--- src/rtl/prefetch_queue.sv ---
// prefetch_queue: circular byte queue fed from a byte-wide RAM port, with a
// big-endian window for the decoder. Ports: clk/reset, flush/flush_ip, ram_*, count, window, head_address, consume/consume_len. PREFETCH_STATS_EN adds starve_cycles/fetched_bytes.
module prefetch_queue #(
  parameter int ADDRESS_WIDTH = 32,
  parameter int QUEUE_DEPTH   = 8,
  parameter int OPCODE_BYTES  = 4
) (
  input  logic                               clk,
  input  logic                               reset,
  input  logic                               flush,
  input  logic [ADDRESS_WIDTH-1:0]           flush_ip,
  output logic                               ram_req,
  output logic [ADDRESS_WIDTH-1:0]           ram_address,
  input  logic [7:0]                         ram_data,
  input  logic                               ram_busy,
  output logic [$clog2(QUEUE_DEPTH+1)-1:0]   count,
  output logic [8*OPCODE_BYTES-1:0]          window,
  output logic [ADDRESS_WIDTH-1:0]           head_address,
  input  logic                               consume,
  input  logic [$clog2(OPCODE_BYTES+1)-1:0]  consume_len
`ifdef PREFETCH_STATS_EN
  ,
  output logic [31:0]                        starve_cycles,
  output logic [31:0]                        fetched_bytes
`endif
);

  localparam int CW = $clog2(QUEUE_DEPTH+1);
  localparam int PW = (QUEUE_DEPTH > 1) ?
                      $clog2(QUEUE_DEPTH) : 1;

  typedef enum logic [1:0] {
    IDLE,
    FETCH,
    FULL
  } state_t;

  state_t        state;
  state_t        state_n;
  logic [7:0]    mem [QUEUE_DEPTH];
  logic [PW-1:0] head;
  logic [PW-1:0] tail;
  logic [PW-1:0] idx;
  logic          push;
  int            popped;
  logic [CW-1:0] count_n;

  // FETCH is only ever held while there is room, so the request is a
  // pure decode of state.
  assign ram_req = (state == FETCH);
  assign push    = ram_req && !ram_busy;

  // Pops see only the bytes already queued; a same-cycle push is excluded.
  always_comb begin
    popped = 0;
    if (consume) begin
      if (int'(consume_len) < int'(count))
        popped = int'(consume_len);
      else
        popped = int'(count);
    end
  end

  always_comb begin
    count_n = CW'(int'(count) + int'(push) - popped);
    state_n = state;
    if (state != IDLE)
      state_n = (int'(count_n) == QUEUE_DEPTH) ? FULL : FETCH;
  end

  always_ff @(posedge clk) begin
    if (reset) begin
      state        <= IDLE;
      head         <= '0;
      tail         <= '0;
      count        <= '0;
      ram_address  <= '0;
      head_address <= '0;
    end else if (flush) begin
      state        <= FETCH;
      head         <= '0;
      tail         <= '0;
      count        <= '0;
      ram_address  <= flush_ip;
      head_address <= flush_ip;
    end else begin
      if (push) begin
        tail        <= PW'((int'(tail) + 1) % QUEUE_DEPTH);
        ram_address <= ram_address + ADDRESS_WIDTH'(1);
      end
      head         <= PW'((int'(head) + popped) % QUEUE_DEPTH);
      head_address <= head_address + ADDRESS_WIDTH'(popped);
      count        <= count_n;
      state        <= state_n;
    end
  end

  always_ff @(posedge clk) begin
    if (push && !flush && !reset)
      mem[tail] <= ram_data;
  end

  always_comb begin
    window = '0;
    idx    = '0;
    for (int i = 0; i < OPCODE_BYTES; i++) begin
      idx = PW'((int'(head) + i) % QUEUE_DEPTH);
      if (i < int'(count))
        window[8*(OPCODE_BYTES-i)-1 -: 8] = mem[idx];
    end
  end

`ifdef PREFETCH_STATS_EN
  // Flush does not clear these; a byte dropped by flush still counts.
  always_ff @(posedge clk) begin
    if (reset) begin
      starve_cycles <= '0;
      fetched_bytes <= '0;
    end else begin
      if (state != IDLE && int'(count) < OPCODE_BYTES &&
          starve_cycles != '1)
        starve_cycles <= starve_cycles + 32'd1;
      if (push && fetched_bytes != '1)
        fetched_bytes <= fetched_bytes + 32'd1;
    end
  end
`endif

endmodule

--- config.mk ---
export PLATFORM = sky130hd
export DESIGN_NAME = prefetch_queue
export DESIGN_NICKNAME = d
export VERILOG_FILES = /design/src/rtl/prefetch_queue.sv
export SDC_FILE = /design/constraint.sdc
export NUM_CORES = 1
export LEC_CHECK = 0
export CAP_MARGIN = 20
export CORE_ASPECT_RATIO = 0.7
export CORE_MARGIN = 5
export CORE_UTILIZATION = 48
export DETAILED_ROUTE_END_ITERATION = 6
export PLACE_DENSITY = 0.77
export SLEW_MARGIN = 0
export SYNTH_ARGS = -nofsm -noshare
export SYNTH_HDL_FRONTEND = slang
export SYNTH_SLANG_ARGS = --single-unit
--- constraint.sdc ---
create_clock -name clk -period 3.25 [get_ports clk]
set_input_delay 0.325 -clock clk [delete_from_list [all_inputs] [get_ports clk]]
set_output_delay 0.325 -clock clk [all_outputs]
set_load 0.1 [all_outputs]
==> impl_metrics.env, run 1 <==
export IMPL_powerDensity_nw_per_um2=762
export IMPL_die_w_um=167
export IMPL_syn2layout_area_growth_pct=34.5
export IMPL_routed_via_density=5.91
export IMPL_routed_top_layer="met4"
export IMPL_syn_area_per_cell_um2=11.5
export IMPL_required_ns=3.56
export IMPL_wl_met3_um=1930
export IMPL_portBuffers=148
export IMPL_endpoint_kind="register"
export IMPL_rsz0062_at_grt="yes"
export IMPL_cts_buffers=17
export IMPL_routed_wl_um=24600
export IMPL_hold_viol=0
export IMPL_relSlewSlack_pct=30.9
export IMPL_cap_violations=0
export IMPL_finalPower_mw=8.48
export IMPL_dpl_cell_count=1104
export IMPL_synthTopCellsByCount="76 x dfxtp_1, 64 x edfxtp_1, 64 x mux4_2, 52 x nor2_1, 43 x a21oi_1"
export IMPL_fin_nets=960
export IMPL_netlist_area_leader_share_pct=23.2
export IMPL_grt_start_max_net_pins=48
export IMPL_met2_length_um=11100
export IMPL_synth_async_sr_flop_share_pct=0
export IMPL_htree_levels=4
export IMPL_dpl_cell_area_um2=10500
export IMPL_clockRootBuffer="clkbuf_16"
export IMPL_num_rows=40
export IMPL_worst_path_max_fanout=7
export IMPL_gp_congestion=0.888
export IMPL_drtPass1Iterations=5
export IMPL_hold_ws_ns=0.532
export IMPL_antenna_found_initial=0
export IMPL_stdcell_area_um2=11100
export IMPL_cp_arrival_ns=3.41
export IMPL_hold_class="in2reg"
export IMPL_outcome="completed"
export IMPL_period_needed_ns=3.10
export IMPL_clk_latency_ns=0.42
export IMPL_ios=149
export IMPL_core_um2=17100
export IMPL_yosys_top_cells_area="edfxtp_1 23%, dfxtp_1 18%, mux4_2 17%"
export IMPL_yosysUniqueCellTypes=54
export IMPL_start_util_pct=48.5
export IMPL_synth_edf_count=64
export IMPL_synth_net_count=790
export IMPL_netlist_instances=722
export IMPL_fin_cells=1136
export IMPL_worst_slew_pin_slew_ns=1.03
export IMPL_routedLengthMet1_um=11100
export IMPL_ys_flop_type="dfxtp_1"
export IMPL_die_area_um2=20000
export IMPL_hold_buffers=0
export IMPL_grt_pass1_wl_um=38400
export IMPL_drive_above_1_share_pct=24.3
export IMPL_yosys_warnings=0
export IMPL_grt_ovfl_total=0
export IMPL_cts_tree="yes"
export IMPL_p_leak_nw=3.91
export IMPL_clock_sinks=140
export IMPL_drtIter0Drc=757
export IMPL_startpoint="count[1]"
export IMPL_die_height_um=120
export IMPL_post_synth_top_count_cell="dfxtp_1"
export IMPL_start_kind="register"
export IMPL_hold_start="flush_ip[2]"
export IMPL_crit_type="reg2reg"
export IMPL_skew_ns=0.00814
export IMPL_diodes=0
export IMPL_drc=0
export IMPL_slew_viol_final=0
export IMPL_reg2reg_from="count[1]"
export IMPL_wire_per_inst_um=21.6
export IMPL_postCtsSetupBuffers=0
export IMPL_utilization_pct=65.2
export IMPL_yosys_register_bits=140
export IMPL_clockBufferDepth=2
export IMPL_antenna_left=0
export IMPL_grt_total_usage_pct=24.8
export IMPL_dp_hpwl_um=17900
export IMPL_yosysTopAreaCell="edfxtp_1"
export IMPL_nFillCells=1289
export IMPL_via_count=6710
export IMPL_synth_area_um2=8280
export IMPL_ys_seq_area_share_pct=41.6
export IMPL_min_period_over_period_pct=95.5
export IMPL_first_global_vias=6569
export IMPL_setup_viol=0
export IMPL_fmax_mhz=322
export IMPL_ir_drop_mv=0.786
export IMPL_clk_pin_slew_worst_paths_ns=0.06
## final timing paths
kind	cells past startpoint	slack, ns	endpoint
worst max-delay path	14	0.15	head_address[30]
worst min-delay path	3	0.53	head_address[2]
worst max register to register	14	0.15	head_address[30]
worst min register to register	2	0.59	head_address[31]
## cells in the final DEF, fill, tap and decap left out, types with 3 or more instances in the layout
cell             instances
buf_4                   51
nand2b_1                 4
o21bai_1                 3
nand4_1                 27
edfxtp_1                64
mux4_2                  64
clkdlybuf4s50_1        115
mux2i_1                 36
dfxtp_2                  3
xor2_1                  41
o21ai_0                  7
nor4_1                   3
nor3_1                  11
nand2_1                 30
and3_1                   7
o31a_1                   4
o22ai_1                  3
and2_1                   9
clkinv_4                 5
dfxtp_1                 71
and4_1                   5
buf_12                  21
o21a_1                  11
nand3_1                 27
a21boi_1                 5
a21oi_1                 42
a21boi_0                32
nor4_2                   4
xnor2_1                 20
nor3_2                   3
inv_6                    4
nor2_1                  34
nor2b_1                  5
inv_1                   40
clkbuf_16               18
nor2_2                   8
ha_1                    16
nor2_4                  11
## stage by stage
stage / setup slack [ns] / TNS, ns
2_1_floorplan: 0.00900 / 0
3_3_place_gp: -0.0823 / -0.669
3_5_place_dp: -0.179 / -2.73
4_1_cts: 0.124 / 0
5_1_grt: -0.00752 / -0.0168
6_report: 0.147 / 0
## flip-flops by register name, summed over array words and instances, names as in the netlist
register and flops:
tail 3, state 2, head 3, head_address 32, count 4, mem 64
ram_address 32
## cell type report
class                   count  area (um2)  area share [%]
clock inverters            14         134            1.20
repair buffers            189        1980            17.8
clock buffers              18         450            4.05
multi-input cells         504        4680            42.0
inverters                  40         150            1.35
well taps                 231         289            2.60
flip-flops and latches    140        3450            31.0
## cells by family (layout without fill, tap and decap cells)
group / count (synthesis) / count (layout) / synth area share [%]
XOR/XNOR: 62 / 62 / 6.56
adder cells (fa/ha/maj): 20 / 20 / 3.30
other: 1 / 1 / 0.0453
multiplexers: 100 / 100 / 21.8
buffers and inverters: 78 / 261 / 3.85
AND/OR/NAND/NOR: 206 / 206 / 14.0
AO/OA/AOI/OAI: 115 / 115 / 8.93
flip-flops: 140 / 140 / 41.6
## what timing repair did
| item | in CTS | in global routing |
|---|---|---|
| setup endpoints to repair | 2 | 8 |
| hold endpoints to repair | 0 | 0 |
| pin swaps | 0 | 1 |
| gates resized for setup | 2 | 5 |
| cloned | 0 | 0 |
## metal layers
layer / track usage (%) / vias to the layer above
li1: - / 3048
met1: 37.0 / 3313
met2: 36.6 / 317
met3: 5.56 / 32
met4: 7.00 / 0
met5: 0 / -
## power by group
part	leakage [nW]	total, mW	internal [mW]	switching [mW]
clock network	0.294	1.91	1.11	0.793
registers	1.21	2.08	1.93	0.142
logic	2.41	4.50	1.42	3.08
## critical path, cell delays in order (launching register included)
cell      delay [ns]
dfxtp_4         0.40
inv_2           0.04
ha_1            0.29
a211oi_2        0.25
nor3_2          0.09
mux2i_1         0.13
nor2b_1         0.16
ha_2            0.20
inv_1           0.05
fa_2            0.37
nand2b_4        0.17
a21oi_4         0.17
nand4_1         0.20
o21a_1          0.23
o31a_1          0.23
Power figures use the tool's default switching activity.
==> run 2: changes to the inputs <==
--- a/config.mk
+++ b/config.mk
@@ -5,12 +5,14 @@
 export SDC_FILE = /design/constraint.sdc
 export NUM_CORES = 1
 export LEC_CHECK = 0
+export ABC_CLOCK_PERIOD_IN_PS = 3250
 export CAP_MARGIN = 20
 export CORE_ASPECT_RATIO = 0.7
 export CORE_MARGIN = 5
-export CORE_UTILIZATION = 48
+export CORE_UTILIZATION = 50
+export CTS_BUF_LIST = sky130_fd_sc_hd__clkbuf_2
 export DETAILED_ROUTE_END_ITERATION = 6
-export PLACE_DENSITY = 0.77
+export PLACE_DENSITY = 0.8
 export SLEW_MARGIN = 0
 export SYNTH_ARGS = -nofsm -noshare
 export SYNTH_HDL_FRONTEND = slang
==> impl_metrics.env, run 2 (synthesis results as in run 1) <==
export IMPL_skew_ns=0.0435
export IMPL_drive_above_1_share_pct=26.1
export IMPL_clk_latency_ns=0.72
export IMPL_required_ns=2.92
export IMPL_hold_ws_ns=0.228
export IMPL_utilization_pct=67.6
export IMPL_max_stage_delay_ns=0.41
export IMPL_die_height_um=118
export IMPL_critPathSlowestCell="dfxtp_4"
export IMPL_cpLargestDelayFamily="buffers and inverters"
export IMPL_die_area_um2=19300
export IMPL_via_count=6794
export IMPL_wire_per_inst_um=21.4
export IMPL_worst_path_max_fanout=10
export IMPL_crit_buf_inv=4
export IMPL_dpl_cell_area_um2=10500
export IMPL_first_global_vias=6514
export IMPL_grt_start_max_net_pins=40
export IMPL_crit_type="reg2out"
export IMPL_endpoint_kind="output pin"
export IMPL_cap_violations=0
export IMPL_die_w_um=164
export IMPL_fmax_mhz=322
export IMPL_period_needed_ns=3.10
export IMPL_ios=149
export IMPL_cts_tree="yes"
export IMPL_hold_class="in2reg"
export IMPL_ff2ff_setup_slack_ns=0.17
export IMPL_drtPass1Iterations=5
export IMPL_stdcell_area_um2=11000
export IMPL_grt_ovfl_total=0
export IMPL_dp_hpwl_um=17600
export IMPL_final_cell_mix="114 x clkdlybuf4s50_1, 70 x dfxtp_1, 64 x mux4_2, 64 x edfxtp_1, 57 x buf_4"
export IMPL_htree_levels=4
export IMPL_portBuffers=148
export IMPL_syn2layout_area_growth_pct=33.1
export IMPL_grt_total_usage_pct=24.8
export IMPL_mostFrequentLayoutCell="clkdlybuf4s50_1"
export IMPL_clockBufferDepth=2
export IMPL_num_rows=39
export IMPL_routed_via_density=5.95
export IMPL_hold_viol=0
export IMPL_grt_pass1_wl_um=37000
export IMPL_critical_path_cell_chain="inv_1 -> buf_4 -> ha_1 -> xnor2_2 -> buf_6 -> mux4_2 -> mux2i_4 -> nor2_4 -> buf_12"
export IMPL_fin_nets=969
export IMPL_min_period_over_period_pct=95.5
export IMPL_ir_drop_mv=0.603
export IMPL_core_um2=16300
export IMPL_start_util_pct=50.8
export IMPL_largest_register_ffs=64
export IMPL_cts_buffers=17
export IMPL_antenna_left=0
export IMPL_slew_viol_final=0
export IMPL_outcome="completed"
export IMPL_drtIter0Drc=788
export IMPL_drc=0
export IMPL_relSlewSlack_pct=30.2
export IMPL_clk_pin_slew_worst_paths_ns=0.22
export IMPL_powerDensity_nw_per_um2=703
export IMPL_clockRootBuffer="clkbuf_2"
export IMPL_clock_sinks=140
export IMPL_start_kind="register"
export IMPL_routed_wl_um=24400
export IMPL_setup_viol=0
export IMPL_regMostFlops="mem"
export IMPL_antenna_found_initial=2
export IMPL_cp_arrival_ns=2.78
export IMPL_gp_congestion=0.897
export IMPL_worst_slew_pin_slew_ns=1.04
export IMPL_top_regs="mem (64), head_address (32), ram_address (32)"
export IMPL_p_leak_nw=3.86
[run 2: cell count changes in the layout (fill, tap and decap cells not counted), sizes merged]
cell / delta
buf: +8
clkinv: -4
clkbuf: +3
bufinv: +2
diode: +2
clkdlybuf4s50: -1
clkinvlp: +1
[run 2: worst register-to-register path: stages, from the launching register on]
cell and delay, ns:
dfxtp_4 0.41, inv_2 0.03, ha_1 0.29, a211oi_2 0.24, nor3_2 0.08, mux2i_1 0.13
nor2b_1 0.17, ha_2 0.20, inv_1 0.05, fa_2 0.37, nand2b_4 0.17, a21oi_4 0.21
nand4_1 0.19, buf_4 0.19, xor2_1 0.13, a21boi_1 0.17
[run 2: timing repair]
action,4_1_cts,5_1_grt
cloned,0,3
endpoints found under the setup margin,9,23
hold buffers,0,0
buffers inserted,0,5
pin swaps,0,1
resized for setup,8,23
[run 2: metrics by stage]
stage / setup slack, ns / setup TNS (ns) / total power [mW] / std cells
after floorplan: 0.00900 / 0 / 5.12 / 722
after global placement: -0.111 / -0.715 / 6.45 / 1099
after detailed placement: -0.230 / -1.95 / 6.49 / 1099
after CTS: 0.00492 / 0 / 7.66 / 1131
after global routing: -0.00228 / -0.00228 / 8.01 / 1141
final: 0.146 / 0 / 7.74 / 1141
[run 2: cell type report]
class	instances	area, um2
flip-flops and latches	140	3460
diodes	2	5.00
inverters	40	150
fillers	1213	5280
clock inverters	13	179
clock buffers	19	95.1
multi-input cells	504	4750
well taps	225	282
repair buffers	198	2100
[run 2: power by group]
| part | internal (mW) | total [mW] | switching [mW] |
|---|---|---|---|
| clock | 0.457 | 1.16 | 0.701 |
| combinational | 1.45 | 4.51 | 3.07 |
| sequential | 1.93 | 2.07 | 0.139 |
[run 2: worst paths after layout]
| check | start | to | cells past startpoint |
|---|---|---|---|
| setup / recovery | head[0] | window[6] | 9 |
| hold / removal | flush_ip[3] | head_address[3] | 3 |
| setup reg to reg | count[1] | head_address[24] | 15 |
| hold reg to reg | head_address[27] | head_address[27] | 2 |
[run 2: routing by layer]
| layer | GRT usage (%) | up-vias | part of all wire (%) |
|---|---|---|---|
| li1 | - | 3080 | - |
| met1 | 36.7 | 3331 | 44 |
| met2 | 36.6 | 350 | 45 |
| met3 | 6.72 | 33 | 9.8 |
| met4 | 5.13 | 0 | 1.4 |
| met5 | 0 | - | 0 |
==> run 3: changes to the inputs <==
--- a/config.mk
+++ b/config.mk
@@ -5,7 +5,6 @@
 export SDC_FILE = /design/constraint.sdc
 export NUM_CORES = 1
 export LEC_CHECK = 0
-export ABC_CLOCK_PERIOD_IN_PS = 3250
 export CAP_MARGIN = 20
 export CORE_ASPECT_RATIO = 0.7
 export CORE_MARGIN = 5
@@ -13,6 +12,7 @@
 export CTS_BUF_LIST = sky130_fd_sc_hd__clkbuf_2
 export DETAILED_ROUTE_END_ITERATION = 6
 export PLACE_DENSITY = 0.8
+export SKIP_LAST_GASP = 1
 export SLEW_MARGIN = 0
 export SYNTH_ARGS = -nofsm -noshare
 export SYNTH_HDL_FRONTEND = slang
==> impl_metrics.env, run 3 (synthesis results as in run 1) <==
export IMPL_outcome="completed"
export IMPL_worst_slack_ns=0.113
export IMPL_dp_hpwl_um=17600
export IMPL_drive_above_1_share_pct=26.0
export IMPL_hold_class="in2reg"
export IMPL_cts_tree="yes"
export IMPL_grt_total_usage_pct=24.7
export IMPL_utilization_pct=67.4
export IMPL_antenna_left=0
export IMPL_pre_cts_ws_ns=-0.230
export IMPL_portBuffers=148
export IMPL_regMostFlops="mem"
export IMPL_core_um2=16300
export IMPL_clk_latency_ns=0.74
export IMPL_multi_input_area_um2=4710
export IMPL_clock_sinks=140
export IMPL_setup_tns_ns=0
export IMPL_dpl_cell_area_um2=10500
export IMPL_drtPass1Iterations=6
export IMPL_start_util_pct=50.8
export IMPL_rsz0062_at_grt="yes"
export IMPL_largest_register_ffs=64
export IMPL_die_area_um2=19300
export IMPL_skew_ns=0.0466
export IMPL_num_rows=39
export IMPL_grt_pass1_wl_um=36900
export IMPL_via_count=6753
export IMPL_min_period_over_period_pct=96.5
export IMPL_first_global_vias=6501
export IMPL_clockBufferDepth=2
export IMPL_hold_viol=0
export IMPL_period_needed_ns=3.14
export IMPL_top_regs="mem (64), head_address (32), ram_address (32)"
export IMPL_worst_path_max_fanout=10
export IMPL_cts_buffers=17
export IMPL_die_w_um=164
export IMPL_crit_type="reg2out"
export IMPL_regArea_um2=3460
export IMPL_powerDensity_nw_per_um2=703
export IMPL_grt_start_max_net_pins=40
export IMPL_nFillCells=1217
export IMPL_hold_buffers=0
export IMPL_routed_wl_um=24300
export IMPL_die_height_um=118
export IMPL_critPathSlowestCell="dfxtp_4"
export IMPL_drtIter0Drc=788
export IMPL_wire_per_inst_um=21.3
export IMPL_gp_congestion=0.897
export IMPL_cpLargestDelayFamily="buffers and inverters"
export IMPL_endpoint_kind="output pin"
export IMPL_cp_arrival_ns=2.81
export IMPL_fmax_mhz=319
export IMPL_htree_levels=4
export IMPL_ir_drop_mv=0.602
export IMPL_cap_violations=0
export IMPL_max_stage_delay_ns=0.41
export IMPL_crit_buf_inv=4
export IMPL_grt_ovfl_total=0
export IMPL_drc=0
export IMPL_antenna_found_initial=2
export IMPL_required_ns=2.92
export IMPL_routed_via_density=5.92
export IMPL_clockRootBuffer="clkbuf_2"
export IMPL_critical_path_cell_chain="inv_1 -> buf_4 -> ha_1 -> xnor2_2 -> buf_6 -> mux4_2 -> mux2i_2 -> nor2_4 -> buf_12"
export IMPL_p_leak_nw=3.86
export IMPL_ios=149
export IMPL_fin_nets=969
export IMPL_stdcell_area_um2=11000
export IMPL_syn2layout_area_growth_pct=32.7
export IMPL_clk_pin_slew_worst_paths_ns=0.22
export IMPL_mostFrequentLayoutCell="clkdlybuf4s50_1"
export IMPL_relSlewSlack_pct=30.2
export IMPL_worst_slew_pin_slew_ns=1.04
export IMPL_final_cell_mix="114 x clkdlybuf4s50_1, 70 x dfxtp_1, 64 x mux4_2, 64 x edfxtp_1, 57 x buf_4"
export IMPL_setup_viol=0
export IMPL_slew_viol_final=0
export IMPL_start_kind="register"
[run 3: tightest hold or removal path: stages]
cell and delay, ns:
clkdlybuf4s50_1 0.39, nand2_1 0.13, a21oi_1 0.08
[run 3: per-stage QoR]
step	hold slack, ns	power, mW	cells
floorplan	0.424	5.12	722
finish	0.219	7.72	1141
detailed placement	0.557	6.49	1099
CTS	0.165	7.65	1131
global placement	0.553	6.45	1099
global route	0.184	7.98	1141
[run 3: layer usage]
| layer | vias up | global-route usage [%] | part of all wire [%] |
|---|---|---|---|
| li1 | 3074 | - | - |
| met1 | 3299 | 36.6 | 44 |
| met2 | 345 | 36.7 | 45 |
| met3 | 35 | 6.72 | 9.7 |
| met4 | 0 | 4.87 | 1.5 |
| met5 | - | 0 | 0 |
[run 3: worst paths after layout]
path                          from               end  slack, ns  cells after the start
setup / recovery           head[0]         window[6]       0.11                      9
hold / removal         flush_ip[2]   head_address[2]       0.22                      3
setup reg to reg          count[1]  head_address[24]       0.17                     15
hold reg to reg   head_address[27]  head_address[27]       0.59                      2
[run 3: final cells by class]
type,instances,share of cell area (%)
clock inverter,13,1.63
antenna,2,0.0456
multi-input combinational,504,42.9
sequential,140,31.5
inverter,40,1.37
clock buffer,19,0.866
tap,225,2.56
timing repair buffer,198,19.1
[run 3: timing repair]
| item | 4_1_cts | 5_1_grt |
|---|---|---|
| endpoints found under the setup margin | 9 | 23 |
| gates resized for setup | 6 | 20 |
| gates cloned | 0 | 3 |
| pin swaps | 0 | 1 |
| buffers inserted | 0 | 5 |
[run 3: power by group]
part	switching (mW)	internal (mW)	leakage [nW]
registers	0.139	1.93	1.21
logic	3.06	1.43	2.49
clock network	0.702	0.458	0.163
total	3.90	3.82	3.86
==> RTL change (config.mk and constraints of run 3) <==
Re-encode `state_t` (3 states) as one-hot, 3 bits wide.
--- a/src/rtl/prefetch_queue.sv
+++ b/src/rtl/prefetch_queue.sv
@@ -29,10 +29,10 @@
   localparam int PW = (QUEUE_DEPTH > 1) ?
                       $clog2(QUEUE_DEPTH) : 1;
 
-  typedef enum logic [1:0] {
-    IDLE,
-    FETCH,
-    FULL
+  typedef enum logic [2:0] {
+    IDLE  = 3'b001,
+    FETCH = 3'b010,
+    FULL  = 3'b100
   } state_t;
 
   state_t        state;
Formal check against the unedited RTL: same outputs for any inputs over 4 cycles, from zero or initial values and one cycle with reset high; so few cycles prove little.
==> RTL change against run 3 <==
  * Hold slack worse by 98 ps
  * Non-clock buffer count increased by 3
  * Combinational power down 2%
  * Total power down 3.3%
  * Synthesized area rose by 0.68%
  * Cell area up 0.65%
  * Setup slack gained 33 ps
  * Final cell count is 0.88% higher
  * Fmax rose by 1.1%
  * Routed wire length fell by 2.3%
  * Global-route usage barely moved
  * Sequential cell count rose by 1
  * Largest power group unchanged
==> RTL change: results (changes against run 3) <==
- The destination of the worst register-to-register timing path is head_address[13]$_SDFF_PP0_ (was head_address[24]$_SDFF_PP0_).
- The number of unique standard cell types used by synthesis is 57 (was 54).
- The instance count of the mapped netlist came to 731 (was 722).
- The multi-input combinational cell count is 510 (was 504).
- The total detailed-routing wirelength is 23780 um (was 24350 um).
- The number of nets in the final layout was 980 (was 969).
- The maximum fanout along the worst path came to 30 (was 10).
- The number of antenna diodes came to 1 (was 2).
- The half-perimeter wire length after placement was 16980 um (was 17620 um).
- The final clock skew was 51.91 ps (was 46.60 ps).
- The number of ordinary and repair buffers in the finished layout is 201 (was 198).
- The path depth of the worst reg2reg path is 16 (was 15).
- The multi-input combinational area share was 0.4409 (was 0.4293).
- The violation count after the first detailed-routing iteration is 629 (was 788).
- The number of clock buffers in the layout is 18 (was 19).
- The final worst hold slack is 121.2 ps (was 218.9 ps).
- The clock slew seen by the registers of the worst setup and hold paths is 250 ps (was 220 ps).
- The slowest stage cell on the critical path is dfxtp_1 (was dfxtp_4).
- Run status: finished clean (unchanged).
- The buffer share of cell area came to 0.1848 (was 0.1909).
- The clock sink count is 141 (was 140).
- The share of the final layout cell area in sequential cells came to 0.3143 (was 0.3151).
- The non-clock inverter count in the final layout came to 41 (was 40).
- The via count of the first global-routing pass is 6599 (was 6501).
- The total via count in the routed design is 6804 (was 6753).
- The critical register-to-register path startpoint is count[2]$_SDFF_PP0_ (was count[1]$_SDFF_PP0_).
- The slew at the pin closest to its max-slew limit came to 1047 ps (was 1044 ps).
- The cell leakage power was 3.734 nW (was 3.859 nW).
- The fraction of final layout cells with drive strength greater than 1 came to 0.2703 (was 0.2604).
- The largest incremental delay on the critical path is 430 ps (was 410 ps).
- The placed instance area was 0.01061 sq mm (was 0.01051 sq mm).
- Cell types with the largest area share after synthesis: edfxtp_1 (23%), dfxtp_1 (18%), mux4_2 (17%), xnor2_1 (4.8%), mux2i_1 (4.0%) (was edfxtp_1 (23%), dfxtp_1 (18%), mux4_2 (17%), mux2i_1 (4.4%), xor2_1 (4.3%)).
- The shortest period the worst path allows is 3104 ps (was 3137 ps).
- The met3 wirelength from detailed routing is 2338 um (was 2368 um).
- The area added between synthesis and finish came to 32.64% (was 32.68%).
- The maximum ir drop on the vdd rail is 513.8 uV (was 601.6 uV).
- The detailed-route vias per instance is 5.911 (was 5.918).
- The amount of wire on met2 after detailed routing is 10540 um (was 11000 um).
- The core area came to 0.01635 sq mm (was 0.01630 sq mm).
- The number of antenna violations at the first check in global routing was 1 (was 2).
- The met1 wire length is 10460 um (was 10610 um).
- The cell count after placement is 1113 (was 1099).
- The worst slack at placement is -289.4 ps (was -230.1 ps).
- The register area share after synthesis is 0.4156 (was 0.4160).
- Synth cell count leaders: dfxtp_1 (77), edfxtp_1 (64), mux4_2 (64) (was dfxtp_1 (76), edfxtp_1 (64), mux4_2 (64)).
- The total nets after synthesis is 799 (was 790).
- The placer congestion estimate was 0.9033 (was 0.8970).
- The pin count of the biggest net entering global routing is 41 (was 40).
-- RTL change: cell count changes in the layout (fill, tap and decap cells not counted), sizes merged, moves of 5 or more --
cell | run 3 | this run
xor2 | 41 | 15
xnor2 | 21 | 46
nand4 | 28 | 16
nand2 | 30 | 39
buf | 82 | 90
nand3 | 27 | 19
o21a | 11 | 3
a21boi | 37 | 43
a2111oi | 0 | 5
nor4 | 9 | 14
nor4b | 0 | 5
-- RTL change: kinds of logic after synthesis --
logic type / share of synthesized area
and+or+nand+nor: 0.1290
DFF: 0.4156
AOI/OAI and AO/OA: 0.1075
muxes: 0.2126
buffers and inverters: 0.03813
xor gates and xnor gates: 0.06411
adders and majority gates: 0.03273
other: 0.0004500
-- RTL change: what timing repair did --
item                       4_1_cts  5_1_grt
setup endpoints to repair       21       41
hold endpoints to repair         0        0
resized for setup                6       26
pin swaps                        1        9
gates cloned                     0        1
hold buffers                     0        0
buffers inserted                 2        2
-- RTL change: per-layer routing --
layer	track usage	vias to the layer above
met5	0	-
met2	0.3561	349
met3	0.06615	38
met1	0.3666	3287
met4	0.06862	0
li1	-	3130
-- RTL change: worst max-delay path by stage --
stage                        start                     endpoint
2_1_floorplan  count[1]$_SDFF_PP0_  head_address[26]$_SDFF_PP0_
3_3_place_gp        consume_len[1]  head_address[26]$_SDFF_PP0_
3_5_place_dp        consume_len[1]  head_address[30]$_SDFF_PP0_
4_1_cts         head[1]$_SDFF_PP0_                   window[16]
5_1_grt         head[1]$_SDFF_PP0_                   window[20]
6_report        head[1]$_SDFF_PP0_                   window[18]
-- RTL change: worst min-delay path, stage by stage --
cell and delay (ps):
clkdlybuf4s50_1 400, nand3b_1 90, o21ai_1 60
-- RTL change: report_power, final --
group	switching, mW	internal [mW]
Sequential	0.133	1.95
Combinational	2.96	1.43
Clock	0.699	0.296
